==> src/rtl/hog_regs_pkg.sv <==
// rtl/hog_regs_pkg.sv - register map constants and helpers for the HOG AXI-Lite register file
package hog_regs_pkg;

    localparam logic [2:0] CTRL_IDX   = 3'd0;
    localparam logic [2:0] STATUS_IDX = 3'd1;
    localparam logic [2:0] WIDTH_IDX  = 3'd2;
    localparam logic [2:0] HEIGHT_IDX = 3'd3;
    localparam logic [2:0] SRC_IDX    = 3'd4;
    localparam logic [2:0] DST_IDX    = 3'd5;
    localparam logic [2:0] IRQ_IDX    = 3'd6;
    localparam logic [2:0] ID_IDX     = 3'd7;

    localparam int STATUS_READY_BIT = 0;
    localparam int STATUS_DONE_BIT  = 1;

    localparam logic [1:0]  RESP_OKAY      = 2'b00;
    localparam logic [31:0] HOG_ID_DEFAULT = 32'h484F_4701;

    typedef enum logic {
        R_IDLE,
        R_VALID
    } rd_state_e;

    function automatic logic [7:0] merge_byte(input logic [7:0] old_val,
                                              input logic [7:0] new_val,
                                              input logic       en);
        return en ? new_val : old_val;
    endfunction

    function automatic logic [31:0] apply_wstrb(input logic [31:0] old_val,
                                                input logic [31:0] new_val,
                                                input logic [3:0]  strb);
        logic [31:0] res;
        for (int b = 0; b < 4; b++) begin
            res[b*8 +: 8] = merge_byte(old_val[b*8 +: 8], new_val[b*8 +: 8], strb[b]);
        end
        return res;
    endfunction

endpackage

==> src/rtl/hog_axil_wr_ctrl.sv <==
// rtl/hog_axil_wr_ctrl.sv - AXI-Lite AW/W capture and B response, emits a single-cycle write strobe
module hog_axil_wr_ctrl #(
    parameter int ADDR_WIDTH = 5,
    parameter int DATA_WIDTH = 32
) (
    input  logic                    clk,
    input  logic                    rst,
    input  logic [ADDR_WIDTH-1:0]   s_axi_awaddr,
    input  logic                    s_axi_awvalid,
    output logic                    s_axi_awready,
    input  logic [DATA_WIDTH-1:0]   s_axi_wdata,
    input  logic [DATA_WIDTH/8-1:0] s_axi_wstrb,
    input  logic                    s_axi_wvalid,
    output logic                    s_axi_wready,
    output logic                    s_axi_bvalid,
    input  logic                    s_axi_bready,
    output logic                    wr_en_o,
    output logic [ADDR_WIDTH-1:0]   wr_addr_o,
    output logic [DATA_WIDTH-1:0]   wr_data_o,
    output logic [DATA_WIDTH/8-1:0] wr_strb_o
);

    logic                    aw_valid_q, aw_valid_d;
    logic [ADDR_WIDTH-1:0]   aw_addr_q, aw_addr_d;
    logic                    w_valid_q, w_valid_d;
    logic [DATA_WIDTH-1:0]   w_data_q, w_data_d;
    logic [DATA_WIDTH/8-1:0] w_strb_q, w_strb_d;
    logic                    bvalid_q, bvalid_d;

    assign s_axi_awready = !aw_valid_q && !bvalid_q;
    assign s_axi_wready  = !w_valid_q && !bvalid_q;
    assign s_axi_bvalid  = bvalid_q;

    // Latches stay full while the response is pending, so bvalid_q gates repeat strobes.
    assign wr_en_o   = aw_valid_q && w_valid_q && !bvalid_q;
    assign wr_addr_o = aw_addr_q;
    assign wr_data_o = w_data_q;
    assign wr_strb_o = w_strb_q;

    always_comb begin
        aw_valid_d = aw_valid_q;
        aw_addr_d  = aw_addr_q;
        w_valid_d  = w_valid_q;
        w_data_d   = w_data_q;
        w_strb_d   = w_strb_q;
        bvalid_d   = bvalid_q;
        if (s_axi_awvalid && s_axi_awready) begin
            aw_valid_d = 1'b1;
            aw_addr_d  = s_axi_awaddr;
        end
        if (s_axi_wvalid && s_axi_wready) begin
            w_valid_d = 1'b1;
            w_data_d  = s_axi_wdata;
            w_strb_d  = s_axi_wstrb;
        end
        if (wr_en_o) begin
            bvalid_d = 1'b1;
        end
        if (bvalid_q && s_axi_bready) begin
            bvalid_d   = 1'b0;
            aw_valid_d = 1'b0;
            w_valid_d  = 1'b0;
        end
    end

    always_ff @(posedge clk) begin
        if (rst) begin
            aw_valid_q <= 1'b0;
            aw_addr_q  <= '0;
            w_valid_q  <= 1'b0;
            w_data_q   <= '0;
            w_strb_q   <= '0;
            bvalid_q   <= 1'b0;
        end else begin
            aw_valid_q <= aw_valid_d;
            aw_addr_q  <= aw_addr_d;
            w_valid_q  <= w_valid_d;
            w_data_q   <= w_data_d;
            w_strb_q   <= w_strb_d;
            bvalid_q   <= bvalid_d;
        end
    end

endmodule

==> src/rtl/hog_axil_regs.sv <==
// rtl/hog_axil_regs.sv - HOG accelerator AXI-Lite register file; HOG_AXIL_IRQ_EN adds irq_o and IRQ_ENABLE
module hog_axil_regs
    import hog_regs_pkg::*;
#(
    parameter int          C_S_AXI_GP_DATA_WIDTH = 32,
    parameter int          C_S_AXI_GP_ADDR_WIDTH = 5,
    parameter logic [31:0] HOG_ID_VALUE          = HOG_ID_DEFAULT
) (
    input  logic                               clk,
    input  logic                               rst,
    input  logic [C_S_AXI_GP_ADDR_WIDTH-1:0]   s_axi_awaddr,
    input  logic [2:0]                         s_axi_awprot,
    input  logic                               s_axi_awvalid,
    output logic                               s_axi_awready,
    input  logic [C_S_AXI_GP_DATA_WIDTH-1:0]   s_axi_wdata,
    input  logic [C_S_AXI_GP_DATA_WIDTH/8-1:0] s_axi_wstrb,
    input  logic                               s_axi_wvalid,
    output logic                               s_axi_wready,
    output logic [1:0]                         s_axi_bresp,
    output logic                               s_axi_bvalid,
    input  logic                               s_axi_bready,
    input  logic [C_S_AXI_GP_ADDR_WIDTH-1:0]   s_axi_araddr,
    input  logic [2:0]                         s_axi_arprot,
    input  logic                               s_axi_arvalid,
    output logic                               s_axi_arready,
    output logic [C_S_AXI_GP_DATA_WIDTH-1:0]   s_axi_rdata,
    output logic [1:0]                         s_axi_rresp,
    output logic                               s_axi_rvalid,
    input  logic                               s_axi_rready,
`ifdef HOG_AXIL_IRQ_EN
    output logic                               irq_o,
`endif
    output logic                               start_o,
    output logic [15:0]                        width_o,
    output logic [15:0]                        height_o,
    output logic [31:0]                        src_addr_o,
    output logic [31:0]                        dst_addr_o,
    input  logic                               ready_i,
    input  logic                               done_i
);

    logic                               wr_en;
    logic [C_S_AXI_GP_ADDR_WIDTH-1:0]   wr_addr;
    logic [C_S_AXI_GP_DATA_WIDTH-1:0]   wr_data;
    logic [C_S_AXI_GP_DATA_WIDTH/8-1:0] wr_strb;
    logic [2:0]                         wr_idx;
    logic [2:0]                         rd_idx;

    hog_axil_wr_ctrl #(
        .ADDR_WIDTH(C_S_AXI_GP_ADDR_WIDTH),
        .DATA_WIDTH(C_S_AXI_GP_DATA_WIDTH)
    ) u_wr_ctrl (
        .clk          (clk),
        .rst          (rst),
        .s_axi_awaddr (s_axi_awaddr),
        .s_axi_awvalid(s_axi_awvalid),
        .s_axi_awready(s_axi_awready),
        .s_axi_wdata  (s_axi_wdata),
        .s_axi_wstrb  (s_axi_wstrb),
        .s_axi_wvalid (s_axi_wvalid),
        .s_axi_wready (s_axi_wready),
        .s_axi_bvalid (s_axi_bvalid),
        .s_axi_bready (s_axi_bready),
        .wr_en_o      (wr_en),
        .wr_addr_o    (wr_addr),
        .wr_data_o    (wr_data),
        .wr_strb_o    (wr_strb)
    );

    assign wr_idx      = wr_addr[4:2];
    assign rd_idx      = s_axi_araddr[4:2];
    assign s_axi_bresp = RESP_OKAY;
    assign s_axi_rresp = RESP_OKAY;

    logic unused_bits;
    assign unused_bits = ^{s_axi_awprot, s_axi_arprot, s_axi_araddr[1:0], wr_addr[1:0]};

    logic        start_q, start_d;
    logic        done_q, done_d;
    logic [15:0] width_q, width_d;
    logic [15:0] height_q, height_d;
    logic [31:0] src_q, src_d;
    logic [31:0] dst_q, dst_d;
`ifdef HOG_AXIL_IRQ_EN
    logic        irq_en_q, irq_en_d;
    logic        irq_q, irq_d;
`endif

    always_comb begin
        start_d  = 1'b0;
        done_d   = done_q;
        width_d  = width_q;
        height_d = height_q;
        src_d    = src_q;
        dst_d    = dst_q;
`ifdef HOG_AXIL_IRQ_EN
        irq_en_d = irq_en_q;
        irq_d    = done_q && irq_en_q;
`endif
        if (wr_en) begin
            case (wr_idx)
                CTRL_IDX:   start_d = wr_strb[0] && wr_data[0] && ready_i;
                STATUS_IDX: if (wr_strb[0] && wr_data[STATUS_DONE_BIT]) done_d = 1'b0;
                WIDTH_IDX:  width_d = {merge_byte(width_q[15:8], wr_data[15:8], wr_strb[1]),
                                       merge_byte(width_q[7:0], wr_data[7:0], wr_strb[0])};
                HEIGHT_IDX: height_d = {merge_byte(height_q[15:8], wr_data[15:8], wr_strb[1]),
                                        merge_byte(height_q[7:0], wr_data[7:0], wr_strb[0])};
                SRC_IDX:    src_d = apply_wstrb(src_q, wr_data, wr_strb);
                DST_IDX:    dst_d = apply_wstrb(dst_q, wr_data, wr_strb);
`ifdef HOG_AXIL_IRQ_EN
                IRQ_IDX:    if (wr_strb[0]) irq_en_d = wr_data[0];
`endif
                default: ;
            endcase
        end
        // A completion pulse outranks a simultaneous software clear.
        if (done_i) begin
            done_d = 1'b1;
        end
    end

    always_ff @(posedge clk) begin
        if (rst) begin
            start_q  <= 1'b0;
            done_q   <= 1'b0;
            width_q  <= '0;
            height_q <= '0;
            src_q    <= '0;
            dst_q    <= '0;
`ifdef HOG_AXIL_IRQ_EN
            irq_en_q <= 1'b0;
            irq_q    <= 1'b0;
`endif
        end else begin
            start_q  <= start_d;
            done_q   <= done_d;
            width_q  <= width_d;
            height_q <= height_d;
            src_q    <= src_d;
            dst_q    <= dst_d;
`ifdef HOG_AXIL_IRQ_EN
            irq_en_q <= irq_en_d;
            irq_q    <= irq_d;
`endif
        end
    end

    assign start_o    = start_q;
    assign width_o    = width_q;
    assign height_o   = height_q;
    assign src_addr_o = src_q;
    assign dst_addr_o = dst_q;
`ifdef HOG_AXIL_IRQ_EN
    assign irq_o      = irq_q;
`endif

    logic [31:0] rd_mux;
    always_comb begin
        rd_mux = '0;
        case (rd_idx)
            STATUS_IDX: begin
                rd_mux[STATUS_READY_BIT] = ready_i;
                rd_mux[STATUS_DONE_BIT]  = done_q;
            end
            WIDTH_IDX:  rd_mux = {16'h0, width_q};
            HEIGHT_IDX: rd_mux = {16'h0, height_q};
            SRC_IDX:    rd_mux = src_q;
            DST_IDX:    rd_mux = dst_q;
`ifdef HOG_AXIL_IRQ_EN
            IRQ_IDX:    rd_mux = {31'h0, irq_en_q};
`endif
            ID_IDX:     rd_mux = HOG_ID_VALUE;
            default:    rd_mux = '0;
        endcase
    end

    rd_state_e   rd_state_q;
    logic        rvalid_q;
    logic [31:0] rdata_q;

    // rdata is captured from the pre-edge register values, so a concurrent write is not visible.
    always_ff @(posedge clk) begin
        if (rst) begin
            rd_state_q <= R_IDLE;
            rvalid_q   <= 1'b0;
            rdata_q    <= '0;
        end else begin
            case (rd_state_q)
                R_IDLE: if (s_axi_arvalid) begin
                    rdata_q    <= rd_mux;
                    rvalid_q   <= 1'b1;
                    rd_state_q <= R_VALID;
                end
                R_VALID: if (s_axi_rready) begin
                    rvalid_q   <= 1'b0;
                    rd_state_q <= R_IDLE;
                end
                default: rd_state_q <= R_IDLE;
            endcase
        end
    end

    assign s_axi_arready = (rd_state_q == R_IDLE);
    assign s_axi_rvalid  = rvalid_q;
    assign s_axi_rdata   = rdata_q;

endmodule

==> config.mk <==
export PLATFORM = sky130hd
export DESIGN_NAME = hog_axil_regs
export DESIGN_NICKNAME = d
export VERILOG_FILES = /design/src/rtl/hog_regs_pkg.sv /design/src/rtl/hog_axil_wr_ctrl.sv /design/src/rtl/hog_axil_regs.sv
export SDC_FILE = /design/constraint.sdc
export NUM_CORES = 1
export LEC_CHECK = 0
export ABC_AREA = 0
export CAP_MARGIN = 40
export CORE_MARGIN = 2
export CORE_UTILIZATION = 48
export DETAILED_ROUTE_END_ITERATION = 10
export HOLD_SLACK_MARGIN = 0.03
export PLACE_DENSITY_LB_ADDON = 0.1
export SLEW_MARGIN = 10
export SYNTH_ARGS = -nofsm -noshare
export SYNTH_HDL_FRONTEND = slang
export SYNTH_SLANG_ARGS = --single-unit
==> constraint.sdc <==
create_clock -name clk -period 1.6 [get_ports clk]
set_input_delay 0.32 -clock clk [delete_from_list [all_inputs] [get_ports clk]]
set_output_delay 0.32 -clock clk [all_outputs]
set_load 0.01 [all_outputs]
# [After elaboration in Yosys (flattened, before gate mapping)]
# Index checks and enable logic that the tools add are counted.
# W data, S select, Z words.
[word_totals] register_bits=176 out_inout_bits=138
[op_classes] n_eq_ne=13 n_mux=12 bitwise=3 n_reduce_logical=34
[ops] operator="$pmux W30 S5" count=1
[ops] operator="$reduce_and A3 Y1" count=13
[ops] operator="$eq A3 B3 Y1 const B" count=5
[ops] operator="$eq A3 B2 Y1 const B" count=4
[ops] operator="$pmux W2 S6" count=1
[ops] operator="$logic_and A1 B1 Y1" count=10
[ops] operator="$mux W1" count=8
[ops] operator="$eq A3 B1 Y1 const B" count=2
[ops] operator="$reduce_bool A2 Y1" count=3
[ops] operator="$ne A2 B2 Y1 const B" count=2
[ops] operator="$pmux W1 S2" count=2
[ops] operator="$reduce_and A2 Y1" count=2
[ops] operator="$logic_not A1 Y1" count=3
[ops] operator="$logic_not A3 Y1" count=1
[ops] operator="$not A1 Y1" count=3
[ops] operator="$reduce_or A3 Y1" count=1
[ops] operator="$reduce_or A2 Y1" count=1

# [Longest topological paths before layout]
# Gate-level depths: netlist (run 1).
[depth] ltp_word=5 depth_mapped=6 depth_no_buf=4

# [Cells and area by module]
# From an unflattened synthesis (run 1), not the netlist that was laid out.
[hier_totals] cells_unflattened=826 hier_area_um2=7581.0
[by_module_without_submodules] module="hog_axil_regs" n_inst=1 cells_each=631 area_per_inst_um2=5469.0 seq_area_each_um2=2642.5
[by_module_without_submodules] module="hog_axil_wr_ctrl" n_inst=1 cells_each=195 area_per_inst_um2=2112.0 seq_area_each_um2=880.8

# [Worst setup path before layout (run 1)]
# OpenSTA, ideal clock, no wires.
[synth_path] path_type="reg2reg" start="register u_wr_ctrl.bvalid_q (netlist: u_wr_ctrl.s_axi_bvalid)" end="register dst_q[16] (netlist: dst_addr_o[16])" arrival_time_ns=1.251 t_required_ns=1.472 slack_ns=0.222 stages_incl_launch_ff=6 path_buffers=1 cell_sequence="dfxtp_1 > and3b_1 > buf_6 > nand3_4 > mux2i_1 > nor2_1"
[synth_between] elab_chain_len=3
[synth_rtl] item="start, declared" line="hog_axil_wr_ctrl.sv:28" rtl="logic bvalid_q, bvalid_d;"
[synth_rtl] item="start signal, assigned" line="hog_axil_wr_ctrl.sv:80" rtl="bvalid_q <= bvalid_d;"
[synth_rtl] item="$logic_not A1 Y1" line="hog_axil_wr_ctrl.sv:35" rtl="assign wr_en_o = aw_valid_q && w_valid_q && !bvalid_q;"
[synth_rtl] item="$logic_and A1 B1 Y1" line="hog_axil_wr_ctrl.sv:35"
[synth_rtl] item="$reduce_and A3 Y1 (no line)"
[synth_rtl] item="end signal, assigned" line="hog_axil_regs.sv:140" rtl="dst_q <= dst_d;"
[synth_rtl] item="end, declared" line="hog_axil_regs.sv:83" rtl="logic [31:0] dst_q, dst_d;"
# No other way between the ends.
# A chain may end at the register's enable or synchronous reset.

# [Worst setup path in the final report (run 1)]
[layout_path] start="register u_wr_ctrl.bvalid_q (netlist: u_wr_ctrl.s_axi_bvalid)" end="output s_axi_wready"
[layout_between] elab_chain_len=2
[layout_rtl] item="$logic_not A1 Y1" line="hog_axil_wr_ctrl.sv:31" rtl="assign s_axi_wready = !w_valid_q && !bvalid_q;"
[layout_rtl] item="$logic_and A1 B1 Y1" line="hog_axil_wr_ctrl.sv:31"
[layout_rtl] item="end, declared" line="hog_axil_regs.sv:18" rtl="output logic s_axi_wready,"
# No other way between the ends.

==> flow_summary.toml, run 1 <==
[status]
outcome = "finished clean"

[drt]
finalWirelength_um = 19600
drt_iter0_markers = 363
drt-pass1-iter-count = 6
vias_per_cell = 5.52
postRouteAntennaNets = 0
avgRoutedWirePerCell_um = 17.3
drc = 0
vias = 6247

[global_route]
use_met2_pct = 41.6
grt_pass1_vias = 6167
grt_antenna_before_repair = 0
grt_pass1_wl_um = 31300
overflow = 0
grt_max_degree = 88
gr-usage-met1_pct = 30.1
busiest_layer = "met2"
gr-usage-met3_pct = 7.13
grt_usage_pct = 24.8

[setup_path]
crit_path_start_kind = "flop"
crit_slowest_cell = "dfxtp_2"
crit_fanout = 6
crit_required_ps = 1280
critical_path.max_stage_delay_ps = 330
crit_chain = "buf_4 > nor2_1 > clkdlybuf4s15_1"
arrival_ps = 1230
path_class = "flop to primary output"
cp-end-kind = "primary output"

[power_and_ir_drop]
p_leak_nw = 4.66
power.density_mw_per_mm2 = 980
peakVddDrop_mv = 0.693

[floorplanning]
pin_count = 199
chipHeight_um = 125
core_area_mm2 = 0.0144
start_util_pct = 48.7
fp.dieW_um = 125
dieArea_mm2 = 0.0156
rows = 44

[finish]
area_delta_synth_final_pct = 38.3
fill_cells = 1206
layout_common_cells = "dfxtp_1 (168), dlygate4sd2_1 (131), nor2_1 (105)"
layout_commonest_cell = "dfxtp_1"
final_nets = 998
drive_gt1_share_pct = 11.0
diodes = 0
post-route-util_pct = 67.4

[logic_synthesis]
yosys.area.top_type = "dfxtp_1"
yosys.area.top_type_share_pct = 49.8
syn_area_mm2 = 0.00700
post_synth_num_cell_types = 45
yosysWarnings = 0
avgSynthCellArea_um2 = 9.36
ys.flop_type = "dfxtp_1"
ys_top_cells_by_area = "dfxtp_1 (50%), mux2i_1 (12%), a21oi_1 (5.6%)"
yosys_register_bits = 174
synth_edf_count = 0
async_reset_ff_share_pct = 0
ys_seq_area_share_pct = 49.8
syn_inst = 748

[timing]
clock.fmax_ghz = 0.645
setup_viol = 0
period_needed_ps = 1550
worst_slew_margin_rel_pct = 43.3
rsz0062_at_grt = "false"
finalHoldViolations = 0
tns_ps = 0
tightest_slew_ps = 847
clock-skew-final_ps = 11.1
slew_viol_final = 0
post-route-period-util_pct = 96.9

[clock_network]
clk_pin_slew_ps = 60
clock_path_buffers = 2
insertion_delay_ps = 420
cts_hold_buf = 0
cts_tree = "built"
cts_inserted_buffers = 17
cts_root_buf = "clkbuf_16"
cts.sinks = 174
cts_max_level = 4

[placement]
dp_hpwl_um = 13800
port_buffers = 184
gp_congestion = 0.894

[worst_hold_path]
hold_class = "primary input to flop"

[job]
maxCapViolCount = 0
-- worst max-delay path, delay by kind of cell, from the launching register on --
kind	cells	cell delay, ps
buffers and inverters	2	390
DFF	1	330
and+or+nand+nor	1	90
-- per-layer routing --
| layer | part of all wire [%] | vias up |
|---|---|---|
| met3 | 8.0 | 34 |
| met4 | 2.2 | 0 |
| met5 | 0 | - |
| met2 | 49 | 245 |
| li1 | - | 2980 |
| met1 | 41 | 2988 |
-- cell type report --
cell class	instances	area (µm²)	area share (%)
clock buffer	24	492	5.08
timing repair buffer	222	2070	21.4
inverter	3	11.3	0.116
multi-input combinational	519	3280	33.9
clock inverter	6	108	1.11
sequential	174	3490	36.1
tap	184	230	2.38
-- where the power goes --
group | switching [mW] | total, mW | internal, mW
Clock | 1.61 | 4.21 | 2.60
Combinational | 0.410 | 0.760 | 0.350
Sequential | 0.0953 | 4.52 | 4.42
-- cells by family (layout without fill, tap and decap cells) --
| logic type | Yosys count | count (layout) | synth area share (%) |
|---|---|---|---|
| buffers and inverters | 58 | 255 | 4.20 |
| AO/OA/AOI/OAI | 163 | 163 | 14.7 |
| flip-flops | 174 | 174 | 49.8 |
| multiplexers | 93 | 93 | 13.5 |
| other | 1 | 4 | 0.0536 |
| AND/OR/NAND/NOR | 259 | 259 | 17.8 |
-- registers in the layout, summed over array words and instances, names as in the netlist --
register and count:
u_wr_ctrl.aw_valid_q 1, u_wr_ctrl.wr_data_o 32, u_wr_ctrl.s_axi_bvalid 1, start_o 1, height_o 16, u_wr_ctrl.wr_strb_o 4
u_wr_ctrl.w_valid_q 1, u_wr_ctrl.wr_addr_o 3, rd_state_q 1, dst_addr_o 32, done_q 1, s_axi_rdata 32
width_o 16, s_axi_rvalid 1, src_addr_o 32
-- path summary, 6_finish.rpt --
path,from,end,slack [ps],cells after the start
max,u_wr_ctrl.s_axi_bvalid$_SDFFE_PP0P_,s_axi_wready,50,3
min,rst,start_o$_SDFF_PP0_,280,3
max reg2reg,rd_state_q$_SDFF_PP0_,s_axi_rdata[23]$_SDFFE_PP0P_,120,5
min reg2reg,s_axi_rdata[17]$_SDFFE_PP0P_,s_axi_rdata[17]$_SDFFE_PP0P_,460,2
-- cells in the mapped netlist, types with 2 or more instances --
cell type,count
nor2b_1,15
a22oi_1,20
nand3_1,4
buf_1,2
dfxtp_1,174
buf_2,25
buf_6,4
a311oi_1,3
nand2_1,104
o221ai_1,7
buf_4,4
clkbuf_1,20
nor2_1,105
a221oi_1,12
a21o_1,3
and3_1,3
nor2_2,2
nand2b_1,5
a22o_1,11
and3b_1,2
inv_1,3
mux2_2,9
nand3_4,8
mux2i_1,84
a21oi_1,79
a222oi_1,3
o21ai_0,19
-- per-stage QoR --
step                total power [mW]  worst slack (ps)  area [µm²]  hold slack [ps]  cells
floorplan                       5.00               222        7010              448    751
global placement                5.35              -343        9190              441   1101
detailed placement              5.38              -357        9190              457   1101
CTS                             9.53             0.464        9630              257   1131
global route                    9.80              1.53        9680              264   1132
finish                          9.49              49.6        9680              281   1132
-- repair_timing --
action | in CTS | in global routing
buffers inserted | 0 | 0
setup endpoints to repair | 133 | 46
pin swaps | 0 | 2
cloned | 0 | 1
gates resized for setup | 135 | 19
No activity file was read; power rests on OpenSTA's default activity.
==> run 2: changes to the inputs <==
--- a/config.mk
+++ b/config.mk
@@ -10,6 +10,7 @@
 export CORE_MARGIN = 2
 export CORE_UTILIZATION = 48
 export DETAILED_ROUTE_END_ITERATION = 10
+export GPL_ROUTABILITY_DRIVEN = 0
 export HOLD_SLACK_MARGIN = 0.03
 export PLACE_DENSITY_LB_ADDON = 0.1
 export SLEW_MARGIN = 10
==> results of run 2 <==
Same layout as run 1: the final DEF is identical, and so are final timing and power.
